<file path="config.mk">
export PLATFORM = sky130hd
export DESIGN_NAME = result_monitor
export DESIGN_NICKNAME = d
export VERILOG_FILES = /design/src/rtl/result_monitor.sv
export SDC_FILE = /design/constraint.sdc
export NUM_CORES = 1
export LEC_CHECK = 0
export CAP_MARGIN = 10
export CORE_UTILIZATION = 43
export DETAILED_ROUTE_END_ITERATION = 10
export HOLD_SLACK_MARGIN = 0.1
export PLACE_DENSITY = 0.83
export SLEW_MARGIN = 20
export SYNTH_ARGS = -nofsm -noshare
export SYNTH_HDL_FRONTEND = slang
export SYNTH_SLANG_ARGS = --single-unit
</file>
<file path="constraint.sdc">
create_clock -name ph2 -period 3.6 [get_ports ph2]
set_clock_uncertainty 0.1 [all_clocks]
set_input_delay 0.72 -clock ph2 [delete_from_list [all_inputs] [get_ports ph2]]
set_output_delay 0.72 -clock ph2 [all_outputs]
set_load 0.01 [all_outputs]
</file>
<file path="src/rtl/result_monitor.sv">
// result_monitor: bus-snooping verdict monitor for 6502 regression benches.
// Watches CPU writes for the result signature and latches a sticky PASS/FAIL
// verdict, with timeout detection and an optional trap-loop detector that is
// built only when the macro TRAP_DETECT_EN is defined.
module result_monitor #(
    parameter logic [15:0] RESULT_ADDR = 16'h022A,
    parameter logic [7:0]  EXPECT      = 8'h55,
    parameter int unsigned TIMEOUT     = 1000,
    parameter int unsigned CYC_W       = 16,
    parameter int unsigned TRAP_COUNT  = 3
) (
    input  logic             ph2,
    input  logic             reset,
    input  logic [15:0]      address,
    input  logic [7:0]       data_out,
    input  logic             memwrite,
    input  logic             sync,
    output logic             done,
    output logic             pass,
    output logic [1:0]       fail_code,
    output logic [CYC_W-1:0] cycles
);

    typedef enum logic [1:0] {
        ST_RUN,
        ST_PASS,
        ST_FAIL
    } state_t;

    localparam logic [CYC_W-1:0] LP_TO_LAST = CYC_W'(TIMEOUT - 1);

    state_t r_state;
    logic   w_result_wr;
    logic   w_timeout;
    logic   w_trap;

    assign w_result_wr = memwrite && (address == RESULT_ADDR);
    assign w_timeout   = (cycles == LP_TO_LAST);

`ifdef TRAP_DETECT_EN
    localparam int unsigned CNT_W = $clog2(TRAP_COUNT + 1);

    logic [15:0]      r_last_addr;
    logic [CNT_W-1:0] r_rep_cnt;
    logic             r_valid;
    logic             w_repeat;

    assign w_repeat = sync && r_valid && (address == r_last_addr);
    // The trap fires on the edge where the repeat count steps up to TRAP_COUNT.
    assign w_trap   = w_repeat && (r_rep_cnt == CNT_W'(TRAP_COUNT - 1));

    // Track consecutive opcode fetches from the same address while running.
    always_ff @(posedge ph2) begin
        if (reset) begin
            r_last_addr <= '0;
            r_rep_cnt   <= '0;
            r_valid     <= 1'b0;
        end else if (r_state == ST_RUN && sync) begin
            if (w_repeat) begin
                if (r_rep_cnt != CNT_W'(TRAP_COUNT))
                    r_rep_cnt <= r_rep_cnt + 1'b1;
            end else begin
                r_last_addr <= address;
                r_valid     <= 1'b1;
                r_rep_cnt   <= '0;
            end
        end
    end
`else
    logic w_unused_sync;

    assign w_unused_sync = sync;
    assign w_trap        = 1'b0;
`endif

    // Verdict FSM: result write beats trap, trap beats timeout; terminal states hold.
    always_ff @(posedge ph2) begin
        if (reset) begin
            r_state   <= ST_RUN;
            cycles    <= '0;
            done      <= 1'b0;
            pass      <= 1'b0;
            fail_code <= 2'b00;
        end else if (r_state == ST_RUN) begin
            cycles <= cycles + 1'b1;
            if (w_result_wr) begin
                done <= 1'b1;
                if (data_out == EXPECT) begin
                    r_state <= ST_PASS;
                    pass    <= 1'b1;
                end else begin
                    r_state   <= ST_FAIL;
                    fail_code <= 2'b01;
                end
            end else if (w_trap) begin
                r_state   <= ST_FAIL;
                done      <= 1'b1;
                fail_code <= 2'b11;
            end else if (w_timeout) begin
                r_state   <= ST_FAIL;
                done      <= 1'b1;
                fail_code <= 2'b10;
            end
        end
    end

endmodule
</file>
==> metrics.txt, run 1 <==
die area 0.00265 sq mm; DP HPWL 1.91 mm; # Post-CTS Setup Buffers 0; multi-input combinational cell area 582 sq um; DR WL/cell 12.7 um; GRT Total Usage roughly a fifth; Vias 1100; Row Count 17; Period Utilization, post-route between 60% and 70%; status finished clean; # hold bufs at CTS 0; die span in y 51.5 um; Net Count, Synth 148; critical path endpoint category flip-flop; H-tree depth 1; worst hold-check path type reg2reg; Max clock buf depth 2; count of final max-slew check failures 0; Sw Share a little over a fifth; Num CTS Buffers 3; crit path max fanout 5; WP data required 3.71 ns; layout cells sized above 1 about 3.6%; Worst-Skew Late Latency between 0.3 and 0.4 ns; GR Overflow Total 0; synthesized area 0.00105 sq mm; FF/Latch Area 440 sq um; setup total negative slack 0 ns; Max Cap Viol 0; drt initial violations 20; clk slew on worst S/H paths 0.12 ns; Leakage Power around 0.51 nW; unrepaired setup endpoints after global routing no; R2R setup slack 1.45 ns; worst slew pin tran between 0.7 and 0.8 ns; synth warn 0; initial antenna violation count 0; ant diodes 0; Gates resized, CTS repair 0; vias per cell roughly 5.7; global-route wire length before repair 4.10 mm; Final #Nets 196; Final ANT Viol Nets 0; critical path arrival 2.30 ns; drt first pass iters 4; final wirelength ~2.5 mm; Comb power frac 11.1%; fmax between 0.4 and 0.5 GHz; Min Clock Period, post-route roughly 2.2 ns; Syn Area/Cell 8.85 sq um; power density cells 277 mW/mm^2; drt drc 0; routability cong. slightly below 0.8; fill count 196; Starting Density 46.7%; crit start category input port; P_int around 0.34 mW; CTS tree built; max_slew headroom 52.7%; Yosys cell types 34; Clock power frac 31.5%; Die Wd about 51 um; synthesis-to-layout area growth 49.3%; port buffer count 46; Synth Instances 119; root buffer cell clkbuf_4; vias in the first global route 994; sequential area share after synthesis about two fifths; Core ar. ~0.0023 sq mm; flops & latches, synth 22; num ports 48; CTS Sinks 22; Final Setup Violations 0; Seq pwr share 57.4%; endpoints failing hold 0; hold_ws 0.353 ns; worst IR drop on VDD about 0.16 mV; P_sw 0.0934 mW; CP Class in2reg; pin count of the biggest net entering global routing 21
==> power groups by stage <==
stage | Combinational (mW) | Sequential [mW] | Clock, mW
detailed placement | 0.0485 | 0.256 | 0
global placement | 0.0474 | 0.255 | 0
global route | 0.0526 | 0.251 | 0.152
CTS | 0.0488 | 0.250 | 0.138
finish | 0.0483 | 0.250 | 0.137
floorplan | 0.0117 | 0.256 | 0
==> stage by stage <==
stage / std cells / setup WS (ns) / total power [mW] / instance area [sq um] / util (%)
after floorplan: 119 / 1.56 / 0.268 / 1050 / -
after global placement: 190 / 1.11 / 0.303 / 1540 / 68.1
after detailed placement: 190 / 1.09 / 0.304 / 1540 / 68.1
after CTS: 194 / 1.42 / 0.437 / 1570 / 69.8
after global routing: 194 / 1.26 / 0.455 / 1570 / 69.8
final: 194 / 1.42 / 0.436 / 1570 / 69.8
==> cells in the mapped netlist <==
library cell / number / share of area [%]
xor2_1: 4 / 3.3
nor4_1: 6 / 3.6
nand4_1: 5 / 3.0
o2bb2ai_1: 1 / 0.83
and4b_1: 1 / 0.95
o2bb2a_1: 1 / 0.95
or3_4: 2 / 2.1
nor2_1: 12 / 4.3
nor4bb_1: 1 / 0.95
nand4b_1: 2 / 1.7
clkbuf_1: 2 / 0.71
o21ai_0: 3 / 1.4
xnor2_1: 6 / 5.0
o31ai_1: 4 / 2.9
inv_1: 5 / 1.8
ha_1: 1 / 1.2
nor3_1: 2 / 0.95
nand2_1: 8 / 2.9
o211ai_1: 1 / 0.71
dfxtp_1: 22 / 42
or4_1: 6 / 4.3
nor4b_1: 3 / 2.5
buf_2: 1 / 0.47
a22o_1: 1 / 0.83
a21oi_1: 7 / 3.3
nor2b_1: 1 / 0.59
or3b_1: 1 / 0.83
and4_1: 1 / 0.83
o21a_1: 2 / 1.4
or3_1: 1 / 0.59
and3_1: 1 / 0.59
nor3b_1: 1 / 0.71
nand3_1: 3 / 1.4
a211oi_1: 1 / 0.71
==> placed cells by master (no fill, tap or decap), types with 2 or more instances in the layout <==
cell	instances
clkbuf_4	3
nand4_1	5
o31ai_1	4
o21a_1	2
nor4_1	6
nand2_1	8
or4_1	6
nand4b_1	2
clkdlybuf4s50_1	46
o21ai_0	3
nor2_1	12
inv_1	5
dfxtp_1	22
nor3_1	2
nor4b_1	3
or3_4	2
xor2_1	4
xnor2_1	6
nand3_1	3
a21oi_1	7
==> layer usage <==
metal | wire length, um | global-route usage, %
met2 | 1180 | 35.7
met1 | 1100 | 24.3
met5 | 0 | 0
met4 | 46 | 10.8
met3 | 142 | 2.34
==> layout make-up <==
cell class / instances / area share (%)
multi-input combinational: 89 / 37.0
inverter: 5 / 1.19
tap: 28 / 2.23
timing repair buffer: 46 / 29.3
clock buffer: 4 / 2.31
sequential: 22 / 28.0
==> flip-flops by register name, summed over array words and instances (netlist names) <==
register   count
cycles        16
done           1
fail_code      2
pass           1
r_state        2
==> path summary, 6_finish.rpt <==
| path | depth (start not counted) | endpoint | from |
|---|---|---|---|
| worst max-delay path | 5 | fail_code[0]$_SDFFE_PP0P_ | address[11] |
| worst min-delay path | 2 | done$_SDFFE_PP0P_ | done$_SDFFE_PP0P_ |
| worst min register to register | 2 | done$_SDFFE_PP0P_ | done$_SDFFE_PP0P_ |
| worst max register to register | 4 | cycles[15]$_SDFFE_PP0N_ | cycles[5]$_SDFFE_PP0N_ |
==> critical path: stages <==
cell             delay [ns]
clkdlybuf4s50_1        0.40
nor4b_1                0.43
nand4_1                0.28
nor3b_1                0.24
a22o_1                 0.23
==> logic make-up after synthesis <==
| logic type | count (synthesis) | share of synthesized area, % |
|---|---|---|
| DFF | 22 | 41.8 |
| adders and majority gates | 1 | 1.19 |
| xor gates and xnor gates | 10 | 8.31 |
| and+or+nand+nor | 57 | 32.7 |
| buffers and inverters | 8 | 2.97 |
| AOI/OAI and AO/OA | 21 | 13.1 |
Power figures use the tool's default switching activity.
==> run 2, diff against run 1 <==
--- a/config.mk
+++ b/config.mk
@@ -6,10 +6,10 @@
 export NUM_CORES = 1
 export LEC_CHECK = 0
 export CAP_MARGIN = 10
-export CORE_UTILIZATION = 43
+export CORE_UTILIZATION = 36
 export DETAILED_ROUTE_END_ITERATION = 10
 export HOLD_SLACK_MARGIN = 0.1
-export PLACE_DENSITY = 0.83
+export PLACE_DENSITY = 0.74
 export SLEW_MARGIN = 20
 export SYNTH_ARGS = -nofsm -noshare
 export SYNTH_HDL_FRONTEND = slang
==> constraint.sdc (replaced) <==
create_clock -name ph2 -period 1.8 [get_ports ph2]
set_clock_uncertainty 0.1 [all_clocks]
set_input_delay 0.36 -clock ph2 [delete_from_list [all_inputs] [get_ports ph2]]
set_output_delay 0.36 -clock ph2 [all_outputs]
set_load 0.01 [all_outputs]
==> run 2 against run 1 <==
Against the previous run: highest routed layer unchanged; clock power increased by 64%; critical path depth decreased by 1; the run now ends with setup timing left; register-to-register slack got worse by 1.5 ns; final cell count increased by 15%; hold slack improved by 0.016 ns; critical endpoint is now cycles[15]$_SDFFE_PP0N_; largest cell class is now non-clock buffers; clock-buffer cell count decreased by 1; global-route usage decreased by 1.6 points.
==> metrics.txt, run 2 (synthesized netlist as in run 1, its figures left out) <==
status finished, violations left; failing checks setup timing; final wirelength 3.03 mm; CP top delay family simple AND/OR/NAND/NOR gates; WL met3 158 um; Core ar. 0.00276 sq mm; highest metal used met4; drt first pass iters 4; die span in y 56.1 um; CTS tree built; WP data required 1.94 ns; pin count of the biggest net entering global routing 19; unrepaired setup endpoints after global routing yes; die area around 0.0031 sq mm; critical path endpoint category flip-flop; Top reg by flops cycles; crit path cell chain or3b_4, or3_4, or4_1, a21oi_2; metal1 wirelength 1.24 mm; max_slew headroom 78.2%; Seq pwr share ~59%; Max clock buf depth 2; P_int 0.651 mW; fmax 0.545 GHz; multi-input combinational cell area ~640 sq um; root buffer cell clkbuf_4; Period Utilization, post-route 102%; GRT Total Usage 18.8%; biggest regs cycles: 16 flops, fail_code: 2 flops, r_state: 2 flops; max FFs per register 16; global-route wire length before repair 4.70 mm; leading cell type in the layout, fill and taps excluded clkdlybuf4s50_1; critical path arrival about 2.0 ns; Comb power frac 13.9%; Min Clock Period, post-route between 1.5 and 2 ns; Num CTS Buffers 3; worst path bufs/invs 0; placed instance area 0.00173 sq mm; P_sw 0.191 mW; vias per cell 5.38; PnR worst setup slack -0.0361 ns; WP depth 4; Final Setup Violations 8; layout cells sized above 1 ~28%; count of final max-slew check failures 0; Worst-Skew Late Latency 0.31 ns; CTS Sinks 22; power density cells 450 mW/mm^2; fill count 225; num ports 48; routability cong. 0.750; DP HPWL 2.29 mm; Final ANT Viol Nets 0; Crit-path slowest cell or4_1; port buffer count 46; hold_ws 0.369 ns; Max Cap Viol 0; setup total negative slack -0.156 ns; Leakage Power just over 0.9 nW; ant diodes 0; worst hold-check path type reg2reg; hold path cells 2; Final #Nets 224; design area about 0.0019 sq mm; CP max stage delay 0.42 ns; met2 WL 1.59 mm; clk slew on worst S/H paths about 0.12 ns; FF/Latch Area about 450 sq um; worst slew pin tran 0.324 ns; CP Class reg2reg; drt initial violations 29; synthesis-to-layout area growth 77.7%; worst IR drop on VDD 0.373 mV; Vias 1204; endpoints failing hold 0; H-tree depth 1; pre-CTS setup slack -0.300 ns; crit path max fanout 6; initial antenna violation count 0; Row Count 19; GR Overflow Total 0; crit start category flip-flop; most frequent cells in the layout clkdlybuf4s50_1 (32), buf_4 (28), dfxtp_1 (14), dlymetal6s2s_1 (14), nor2_1 (12); vias in the first global route 1172; Die Wd 56.1 um; Reg2Reg Depth 4; Clock power frac 26.7%; drt drc 0; Sw Share 22.7%; DR WL/cell 13.5 um; Starting Density between 30% and 40%; final total power between 0.8 and 0.9 mW
## run 2: what timing repair did
item	4_1_cts	5_1_grt
hold buffers	0	0
setup endpoints to repair	12	22
pin swaps	3	1
resized for setup	8	28
cloned	0	0
buffers inserted	1	2
## run 2: cell type report
cell class | instances | area share [%]
Multi-Input combinational cell | 89 | 34.0
Clock buffer | 3 | 1.20
Tap cell | 31 | 2.07
Timing Repair Buffer | 74 | 37.7
Sequential cell | 22 | 24.1
Inverter | 5 | 1.00
## run 2: power by group through the flow
stage | Combinational (mW) | Sequential [mW] | Clock, mW
after floorplan | 0.0233 | 0.513 | 0
after global placement | 0.110 | 0.508 | 0
after detailed placement | 0.116 | 0.509 | 0
after CTS | 0.116 | 0.499 | 0.230
after global routing | 0.125 | 0.501 | 0.250
final | 0.117 | 0.500 | 0.225
## run 2: worst paths after layout
kind / start / to / slack [ns]
worst min register to register: done$_SDFFE_PP0P_ / done$_SDFFE_PP0P_ / 0.37
worst min-delay path: done$_SDFFE_PP0P_ / done$_SDFFE_PP0P_ / 0.37
worst max-delay path: cycles[5]$_SDFFE_PP0N_ / cycles[15]$_SDFFE_PP0N_ / -0.04
worst max register to register: cycles[5]$_SDFFE_PP0N_ / cycles[15]$_SDFFE_PP0N_ / -0.04
## run 2: metal layers
metal  vias up  global-route usage, %
li1        591                      -
met1       561                   20.1
met2        46                   35.4
met3         6                   3.72
met4         0                   8.01
met5         -                      0
## run 2: worst reg2reg max path: stages, from the launching register on
cell     delay [ns]
dfxtp_2        0.35
or3b_4         0.40
or3_4          0.37
or4_1          0.42
a21oi_2        0.13
## run 2: metrics by stage
step | utilization (%) | std cells
after floorplan | - | 119
after global placement | 62.7 | 218
after detailed placement | 62.7 | 218
after CTS | 64.6 | 222
after global routing | 67.9 | 224
final | 67.9 | 224
==> run 3, diff against run 2 <==
--- a/config.mk
+++ b/config.mk
@@ -6,6 +6,7 @@
 export NUM_CORES = 1
 export LEC_CHECK = 0
 export CAP_MARGIN = 10
+export CORE_MARGIN = 2
 export CORE_UTILIZATION = 36
 export DETAILED_ROUTE_END_ITERATION = 10
 export HOLD_SLACK_MARGIN = 0.1
==> run 3 against run 2 <==
Against the previous run: the run still ends with setup timing left; non-clock buffer count unchanged; clock power rose by 73%; sequential share of layout area fell by 0.41 points; register-to-register slack got worse by 0.02 ns; routed wire length rose by 8.6%.
==> metrics.txt, run 3 (synthesized netlist as in run 1, its figures left out) <==
status finished, violations left; failing checks setup timing; GRT Total Usage a little under a fifth; ant diodes 0; DR WL/cell 14.6 um; layout cells sized above 1 32.0%; Top reg by flops cycles; Vias 1253; GR Overflow Total 0; Final ANT Viol Nets 0; unrepaired setup endpoints after global routing yes; Max Cap Viol 0; Leakage Power between 0.8 and 0.9 nW; critical path arrival 2.02 ns; pin count of the biggest net entering global routing 19; num ports between 40 and 50; vias per cell 5.57; max_slew headroom 71.0%; routability cong. about 0.75; final wirelength 3.29 mm; pre-CTS setup slack -0.353 ns; Period Utilization, post-route 103%; hold_ws 0.363 ns; worst IR drop on VDD between 0.5 and 0.6 mV; most frequent cells in the layout clkdlybuf4s50_1 (32), buf_4 (27), nor2_1 (12), dfxtp_1 (11); max FFs per register 16; drt drc 0; PnR worst setup slack -0.0564 ns; worst path bufs/invs 0; fmax ~0.54 GHz; Max clock buf depth 2; critical path endpoint category flip-flop; biggest regs cycles: 16 flops, fail_code: 2 flops, r_state: 2 flops; Core ar. 0.00276 sq mm; leading cell type in the layout, fill and taps excluded clkdlybuf4s50_1; clk slew on worst S/H paths 0.13 ns; root buffer cell clkbuf_4; crit path cell chain or3b_4, or3_4, or4_1, a21oi_1; die area ~0.0034 sq mm; H-tree depth 1; power density cells 521 mW/mm^2; CP top delay family simple AND/OR/NAND/NOR gates; Final #Nets 224; CP Class reg2reg; vias in the first global route 1220; fill count roughly 220; Num CTS Buffers 3; worst hold-check path type reg2reg; endpoints failing hold 0; drt first pass iters 4; drt initial violations 35; global-route wire length before repair 5.02 mm; CTS tree built; CTS Sinks 22; CP max stage delay 0.42 ns; crit path max fanout 6; Crit-path slowest cell or3b_4; count of final max-slew check failures 0; port buffer count 46; Row Count 19; Starting Density 38.2%; initial antenna violation count 0; DP HPWL 2.21 mm; synthesis-to-layout area growth 83.3%; Final Setup Violations 6; Die Wd 58.1 um; Worst-Skew Late Latency 0.32 ns; worst slew pin tran 0.431 ns; crit start category flip-flop; die span in y about 58 um; WP data required 1.96 ns; Min Clock Period, post-route 1.86 ns
[run 3: stage by stage]
stage	setup TNS, ns	instances	utilization, %	power [mW]	area (sq um)
6_report	-0.224	225	70.0	1.01	1930
5_1_grt	-0.844	225	70.0	1.04	1930
4_1_cts	-0.255	223	65.6	1.01	1810
3_5_place_dp	-1.56	216	62.2	0.621	1710
3_3_place_gp	-1.12	216	62.2	0.617	1710
2_1_floorplan	-0.207	119	-	0.536	1060
[run 3: power breakdown]
part	switching, mW	leakage [nW]	internal (mW)
combinational	0.0382	0.671	0.0820
sequential	0.00545	0.183	0.492
clock	0.164	0.0279	0.225
[run 3: layout make-up]
| class | instances | area, sq um | area share (%) |
|---|---|---|---|
| Inverter | 5 | 18.8 | 0.972 |
| Sequential cell | 22 | 457 | 23.7 |
| Clock inverter | 1 | 30.0 | 1.56 |
| Multi-Input combinational cell | 89 | 669 | 34.7 |
| Clock buffer | 3 | 22.5 | 1.17 |
| Timing Repair Buffer | 74 | 694 | 36.0 |
| Tap cell | 31 | 38.8 | 2.01 |
[run 3: final timing paths]
| check | slack, ns | to | depth (start not counted) | from |
|---|---|---|---|---|
| max | -0.06 | cycles[13]$_SDFFE_PP0N_ | 4 | r_state[0]$_SDFFE_PP0P_ |
| min | 0.36 | done$_SDFFE_PP0P_ | 2 | done$_SDFFE_PP0P_ |
| max reg2reg | -0.06 | cycles[13]$_SDFFE_PP0N_ | 4 | r_state[0]$_SDFFE_PP0P_ |
| min reg2reg | 0.36 | done$_SDFFE_PP0P_ | 2 | done$_SDFFE_PP0P_ |
[run 3: timing repair]
action | in CTS | in global routing
gates resized for setup | 15 | 30
setup endpoints to repair | 18 | 21
pin swaps | 0 | 4
hold buffers | 0 | 0
buffers inserted | 3 | 2
[run 3: tightest hold or removal path, stage by stage (launching register included)]
cell	delay [ns]
dfxtp_1	0.34
inv_1	0.05
a21oi_1	0.05
[run 3: metal layers]
layer	part of all wire (%)	wire, um	vias up	global-route usage [%]
met5	0	0	-	0
met4	2.3	77	0	6.98
met3	6.2	203	15	5.13
met2	50	1660	60	36.2
met1	41	1350	579	19.7
li1	-	-	599	-
